--- src/rtl/cpu_stage_4_memory.sv ---
// LC-3b memory stage: data-memory loads/stores (including indirect LDI/STI),
// pipeline stall generation and load condition-code feedback to execute.
package lc3b_types;
    typedef struct packed {
        logic [15:0] instruction;
        logic [15:0] pc;
        logic [15:0] alu_out;
        logic [15:0] calc_adrs_out;
        logic [15:0] sr2_data;
        logic [15:0] mem_data_out;
        logic        ld_cc;
        logic        ld_reg;
        logic [2:0]  dest;
    } pipeline_ctrl;
endpackage

module cpu_stage_4_memory
    import lc3b_types::*;
#(
    parameter int ADDR_W = 16,
    parameter int DATA_W = 16
) (
    input  logic              clk,
    input  logic              rst_n,
    input  logic              stall_all,
    input  pipeline_ctrl      ctrl_d_in,
    output pipeline_ctrl      ctrl_d_out,
    output logic              dmem_read,
    output logic              dmem_write,
    output logic [ADDR_W-1:0] dmem_address,
    output logic [DATA_W-1:0] dmem_wdata,
    output logic [1:0]        dmem_byte_enable,
    input  logic              dmem_resp,
    input  logic [DATA_W-1:0] dmem_rdata,
    output logic              stall_mem,
    output logic [2:0]        gencc_to_c,
    output logic              ld_cc_to_c,
    output logic [1:0]        dbg_state
);
    // Handshake: dmem_read/dmem_write are levels held until the cycle dmem_resp
    // is high (read data valid in that cycle); dmem_resp without a request is ignored.
    typedef enum logic [1:0] {IDLE = 2'd0, ACCESS1 = 2'd1, ACCESS2 = 2'd2, HOLD = 2'd3} state_t;

    localparam logic [3:0] OP_LDR = 4'b0110, OP_LDB = 4'b0010, OP_LDI = 4'b1010, OP_TRAP = 4'b1111;
    localparam logic [3:0] OP_STR = 4'b0111, OP_STB = 4'b0011, OP_STI = 4'b1011;

    state_t            state_q, state_d;
    logic              gap_q;
    logic [ADDR_W-2:0] ind_word_q;
    logic [DATA_W-1:0] hold_q;
    pipeline_ctrl      ctrl_q, ctrl_d;
    logic [2:0]        gencc_q, gencc_d;

    logic [3:0]        opcode, out_opcode;
    logic              is_load, is_store, is_mem, is_ind, is_byte;
    logic [ADDR_W-1:0] base_addr;
    logic              done, ind_step, capture;
    logic [7:0]        rd_byte, st_byte;
    logic [DATA_W-1:0] load_val, result;

    function automatic logic [2:0] cc_of(input logic [15:0] v);
        if (v[15])
            return 3'b100;
        else if (|v)
            return 3'b001;
        else
            return 3'b010;
    endfunction

    assign opcode    = ctrl_d_in.instruction[15:12];
    assign is_load   = (opcode == OP_LDR) || (opcode == OP_LDB) || (opcode == OP_LDI) || (opcode == OP_TRAP);
    assign is_store  = (opcode == OP_STR) || (opcode == OP_STB) || (opcode == OP_STI);
    assign is_mem    = is_load || is_store;
    assign is_ind    = (opcode == OP_LDI) || (opcode == OP_STI);
    assign is_byte   = (opcode == OP_LDB) || (opcode == OP_STB);
    assign base_addr = ADDR_W'(ctrl_d_in.calc_adrs_out);
    assign st_byte   = ctrl_d_in.sr2_data[7:0];

    // Address bit 0 picks the high byte; LDB sign-extends it.
    assign rd_byte  = base_addr[0] ? dmem_rdata[15:8] : dmem_rdata[7:0];
    assign load_val = is_byte ? {{(DATA_W-8){rd_byte[7]}}, rd_byte} : dmem_rdata;
    assign result   = is_load ? load_val : DATA_W'(ctrl_d_in.mem_data_out);

    always_comb begin
        state_d          = state_q;
        dmem_read        = 1'b0;
        dmem_write       = 1'b0;
        dmem_address     = '0;
        dmem_wdata       = '0;
        dmem_byte_enable = 2'b00;
        stall_mem        = 1'b0;
        done             = 1'b0;
        ind_step         = 1'b0;
        if (rst_n) begin
            case (state_q)
                IDLE, ACCESS1: begin
                    if (!is_mem) begin
                        state_d = IDLE;
                    end else if (is_ind) begin
                        dmem_read        = 1'b1;
                        dmem_address     = {base_addr[ADDR_W-1:1], 1'b0};
                        dmem_byte_enable = 2'b11;
                        stall_mem        = 1'b1;
                        if (dmem_resp) begin
                            ind_step = 1'b1;
                            state_d  = ACCESS2;
                        end else begin
                            state_d = ACCESS1;
                        end
                    end else begin
                        dmem_read        = is_load;
                        dmem_write       = is_store;
                        dmem_byte_enable = 2'b11;
                        if (is_byte) begin
                            dmem_address = base_addr;
                            dmem_wdata   = DATA_W'({st_byte, st_byte});
                            if (is_store)
                                dmem_byte_enable = base_addr[0] ? 2'b10 : 2'b01;
                        end else begin
                            dmem_address = {base_addr[ADDR_W-1:1], 1'b0};
                            dmem_wdata   = DATA_W'(ctrl_d_in.sr2_data);
                        end
                        if (dmem_resp) begin
                            done = 1'b1;
                        end else begin
                            stall_mem = 1'b1;
                            state_d   = ACCESS1;
                        end
                    end
                end
                ACCESS2: begin
                    // First ACCESS2 cycle is a bubble so the read visibly drops between accesses.
                    stall_mem = 1'b1;
                    if (!gap_q) begin
                        dmem_read        = is_load;
                        dmem_write       = is_store;
                        dmem_address     = {ind_word_q, 1'b0};
                        dmem_byte_enable = 2'b11;
                        dmem_wdata       = DATA_W'(ctrl_d_in.sr2_data);
                        if (dmem_resp) begin
                            done      = 1'b1;
                            stall_mem = 1'b0;
                        end
                    end
                end
                HOLD: begin
                    if (!stall_all)
                        state_d = IDLE;
                end
                default: state_d = IDLE;
            endcase
            if (done)
                state_d = stall_all ? HOLD : IDLE;
        end
    end

    always_comb begin
        ctrl_d  = ctrl_q;
        gencc_d = gencc_q;
        capture = !stall_all && ((state_q == IDLE && !is_mem) || done || state_q == HOLD);
        if (capture) begin
            ctrl_d = ctrl_d_in;
            if (done)
                ctrl_d.mem_data_out = 16'(result);
            else if (state_q == HOLD)
                ctrl_d.mem_data_out = 16'(hold_q);
            gencc_d = cc_of(ctrl_d.mem_data_out);
        end
    end

    always_ff @(posedge clk or negedge rst_n) begin
        if (!rst_n) begin
            state_q    <= IDLE;
            gap_q      <= 1'b0;
            ind_word_q <= '0;
            hold_q     <= '0;
            ctrl_q     <= '0;
            gencc_q    <= 3'b000;
        end else begin
            state_q <= state_d;
            gap_q   <= ind_step;
            ctrl_q  <= ctrl_d;
            gencc_q <= gencc_d;
            if (ind_step)
                ind_word_q <= dmem_rdata[ADDR_W-1:1];
            if (done && stall_all)
                hold_q <= result;
        end
    end

    assign out_opcode = ctrl_q.instruction[15:12];
    assign ctrl_d_out = ctrl_q;
    assign gencc_to_c = gencc_q;
    assign ld_cc_to_c = ctrl_q.ld_cc &&
                        ((out_opcode == OP_LDR) || (out_opcode == OP_LDB) || (out_opcode == OP_LDI));
    assign dbg_state  = state_q;

endmodule

--- config.mk ---
export PLATFORM = sky130hd
export DESIGN_NAME = cpu_stage_4_memory
export DESIGN_NICKNAME = d
export VERILOG_FILES = /design/src/rtl/cpu_stage_4_memory.sv
export SDC_FILE = /design/constraint.sdc
export NUM_CORES = 1
export LEC_CHECK = 0
export CAP_MARGIN = 20
export CELL_PAD_IN_SITES_DETAIL_PLACEMENT = 1
export CELL_PAD_IN_SITES_GLOBAL_PLACEMENT = 1
export CORE_AREA = 4 4 156 158
export DETAILED_ROUTE_END_ITERATION = 7
export DIE_AREA = 0 0 160 162
export GPL_TIMING_DRIVEN = 0
export PLACE_DENSITY = 0.81
export SLEW_MARGIN = 20
export SYNTH_ARGS = -nofsm -noshare
export SYNTH_HDL_FRONTEND = slang
export SYNTH_SLANG_ARGS = --single-unit
--- constraint.sdc ---
create_clock -name clk -period 4.1 [get_ports clk]
set_clock_uncertainty 0.2 [all_clocks]
set_input_delay 0.82 -clock clk [delete_from_list [all_inputs] [get_ports clk]]
set_output_delay 0.82 -clock clk [all_outputs]
set_load 0.01 [all_outputs]
==> summary.txt, run 1 <==
Total track usage = 21.0%
Routability Congestion = 0.848
Critical Path RT = 3080 ps
I/O pin count = 265
Crit path max-delay family = buffers and inverters
Final Hold Fails = 0
Final setup violation count = 0
CTS max path bufs = 2
Cell count after synthesis = 761
Unrepaired setup endpoints after global routing = yes
First-pass GRT wire length = 42200 um
DRT Pass-1 Iters = 6
Relative slew slack = 51.8%
Hold buffer count at CTS = 0
Syn_nets = 882
Die boundary width = 160 um
Initial antenna violation count = 0
Final core utilization = 45.1%
Die height = 162 um
Clock Root Buffer = clkbuf_16
Most common cell in the netlist = nand2_1
Kind of critical path = input port to primary output
Internal = 4.29 mW
Slew Limit Fails = 0
Share of Yosys cell area claimed by the top area cell type = 52.0%
Most frequent CP cell = clkdlybuf4s50_1
Clk sinks = 137
Pleak = 4.92 nW
Vias per cell = 5.01
Total die area = 25900 um^2
FFs w/ async S/R, synth = 100%
Max IR drop VDD = 284 uV
Worst skew pair latency = 420 ps
FMAX = 249 MHz
Post-layout min period = 4020 ps
Mapped Area = 6600 um^2
Drt total wl = 27700 um
Vias = 6791
Layout cell share with drive strength beyond 1 = 10.5%
Area growth syn-to-layout = 58.1%
WP buf/inv = 5
Critical Path End Type = primary output
Status = finished, final reports clean
Setup TNS = 0 ps
Synth Warn # = 0
Critical path launch point type = input port
Critical Path Fanout Max = 10
Final antenna-violating net count = 0
Fill count = 2691
Core ar. = 23100 um^2
DP HPWL = 20600 um
Psw = 2.66 mW
Slew @ Worst Pin = 719 ps
Largest net degree at the start of global routing = 50
Clk slew on worst S/H paths = 70 ps
Crit share post-route = 98.1%
DP Area = 9650 um^2
Top_reg_cell synth = dfrtp_1
Logic pwr share = 45.7%
CP max-delay cell = clkdlybuf4s50_1
Netlist cell types = 55
Crit path DAT = 3000 ps
Critical path cell sequence = clkdlybuf4s50_1 > clkbuf_4 > inv_1 > o31ai_4 > nor2b_4 > buf_4 > and2_1 > clkdlybuf4s50_1
Register share of total power = 32.8%
# rows = 56
TritonCTS Buffers = 17
Max-Cap Viols = 0
Nets = 1173
Multi-input gate area = 3000 um^2
Post-synth EDFFs = 0
CTS tree = done
Sw Ratio = 38.3%
Overflow after GRT = 0
Top area cells in the synthesized netlist = dfrtp_1 52%, nand2_1 17%, mux2_2 3.4%
Post-synth top area cell = dfrtp_1
Vias in the first global route = 7156
Most instantiated cells after synthesis = 299 x nand2_1, 137 x dfrtp_1, 53 x nor2_1, 33 x o21ai_0, 27 x clkbuf_1
Antenna Cells = 0
DR iter-0 viols = 368
Starting Density = 28.5%
Syn avg cell area = 8.67 um^2
Average routed wire per standard cell = 20.5 um
Port Buffers = 264
PD cells = 666 nW/um^2
Number of synthesized register bits = 137
Design Area, Final = 10400 um^2
FF+latch area = 3430 um^2
Type of the most critical hold path = input port to asynchronous set/reset pin
Max incr delay on CP = 530 ps
Drt drc = 0
Sequential fraction of the synthesis area = 52.0%
Clock share of power = 21.5%
H-tree levels = 4
-- per-layer routing --
metal	global-route usage [%]	part of all wire (%)	vias up
met5	0	0	-
met3	5.28	6.9	25
met4	5.12	1.2	0
met1	26.8	43	3373
met2	35.9	49	252
li1	-	-	3141
-- final timing paths --
kind                       slack [ps]              to  cells after the start           start
min reg2reg                       270  ctrl_d_out[38]                      2  ctrl_d_out[38]
max reg2reg                       990  ctrl_d_out[25]                      9    dbg_state[1]
max                                80   dmem_wdata[0]                      8   ctrl_d_in[98]
min in group clk                  270  ctrl_d_out[38]                      2  ctrl_d_out[38]
max in group asynchronous        2950   ind_word_q[9]                      2           rst_n
min                                50  ctrl_d_out[46]                      1           rst_n
-- registers in the layout (all words and copies together), names as in the netlist --
register	flops
hold_q	16
dbg_state	2
ind_word_q	15
gap_q	1
gencc_to_c	2
ctrl_d_out	101
-- stage by stage --
step	std cells	power, mW	hold WS [ps]	setup slack, ps
final	1355	6.95	52.6	76.2
after global routing	1355	7.40	55.0	-64.2
after CTS	1355	7.02	52.1	-0.324
after detailed placement	1317	5.43	262	-1080
after global placement	1315	5.32	253	-5710
after floorplan	761	3.62	242	874
-- final cells by class --
| type | instances | area share [%] |
|---|---|---|
| well taps | 290 | 3.48 |
| clock inverters | 15 | 1.25 |
| clock buffers | 17 | 4.08 |
| flip-flops and latches | 137 | 32.9 |
| multi-input cells | 571 | 28.8 |
| plain buffers | 49 | 2.44 |
| inverters | 3 | 0.108 |
| repair buffers | 273 | 27.0 |
-- power by group through the flow --
stage / Clock [mW] / Sequential [mW] / Combinational, mW
2_1_floorplan: 0 / 2.48 / 1.14
3_3_place_gp: 0 / 2.27 / 3.05
3_5_place_dp: 0 / 2.30 / 3.13
4_1_cts: 1.53 / 2.28 / 3.21
5_1_grt: 1.59 / 2.36 / 3.45
6_report: 1.49 / 2.28 / 3.17
-- cells by family (layout without fill, tap and decap cells) --
| logic type | after synthesis | in the layout | synth area share, % |
|---|---|---|---|
| compound gates | 130 | 130 | 13.4 |
| buf+inv | 53 | 357 | 3.55 |
| flops | 137 | 137 | 52.0 |
| mux | 36 | 36 | 5.88 |
| simple gates | 405 | 405 | 25.2 |
-- worst reg2reg max path, delay by kind of cell, from the launching register on --
| family | cells | cell delay, ps |
|---|---|---|
| and+or+nand+nor | 3 | 400 |
| AOI/OAI and AO/OA | 2 | 750 |
| DFF | 1 | 510 |
| buffers and inverters | 4 | 1190 |
-- what timing repair did --
item,in CTS,in global routing
gates resized for setup,32,23
pin swaps,2,1
setup endpoints to repair,37,23
gates cloned,2,0
buffers inserted,5,0
-- cell usage in the layout, fill, tap and decap left out, types with 12 or more instances in the layout --
| cell type | n |
|---|---|
| nand2_1 | 297 |
| clkdlybuf4s50_1 | 242 |
| dfrtp_1 | 137 |
| nor2_1 | 52 |
| o21ai_0 | 33 |
| a21oi_1 | 25 |
| a22oi_1 | 23 |
| clkbuf_1 | 21 |
| mux2_2 | 20 |
| buf_2 | 18 |
| clkbuf_16 | 17 |
| mux2i_1 | 14 |
| dlygate4sd2_1 | 13 |
| a211oi_1 | 12 |
Power figures use the tool's default switching activity.
==> inputs of run 2 (changes only) <==
Settings changed: CAP_MARGIN 20 to not set.
==> results of run 2 <==
No change in the layout: final DEF, timing and power equal those of run 1.
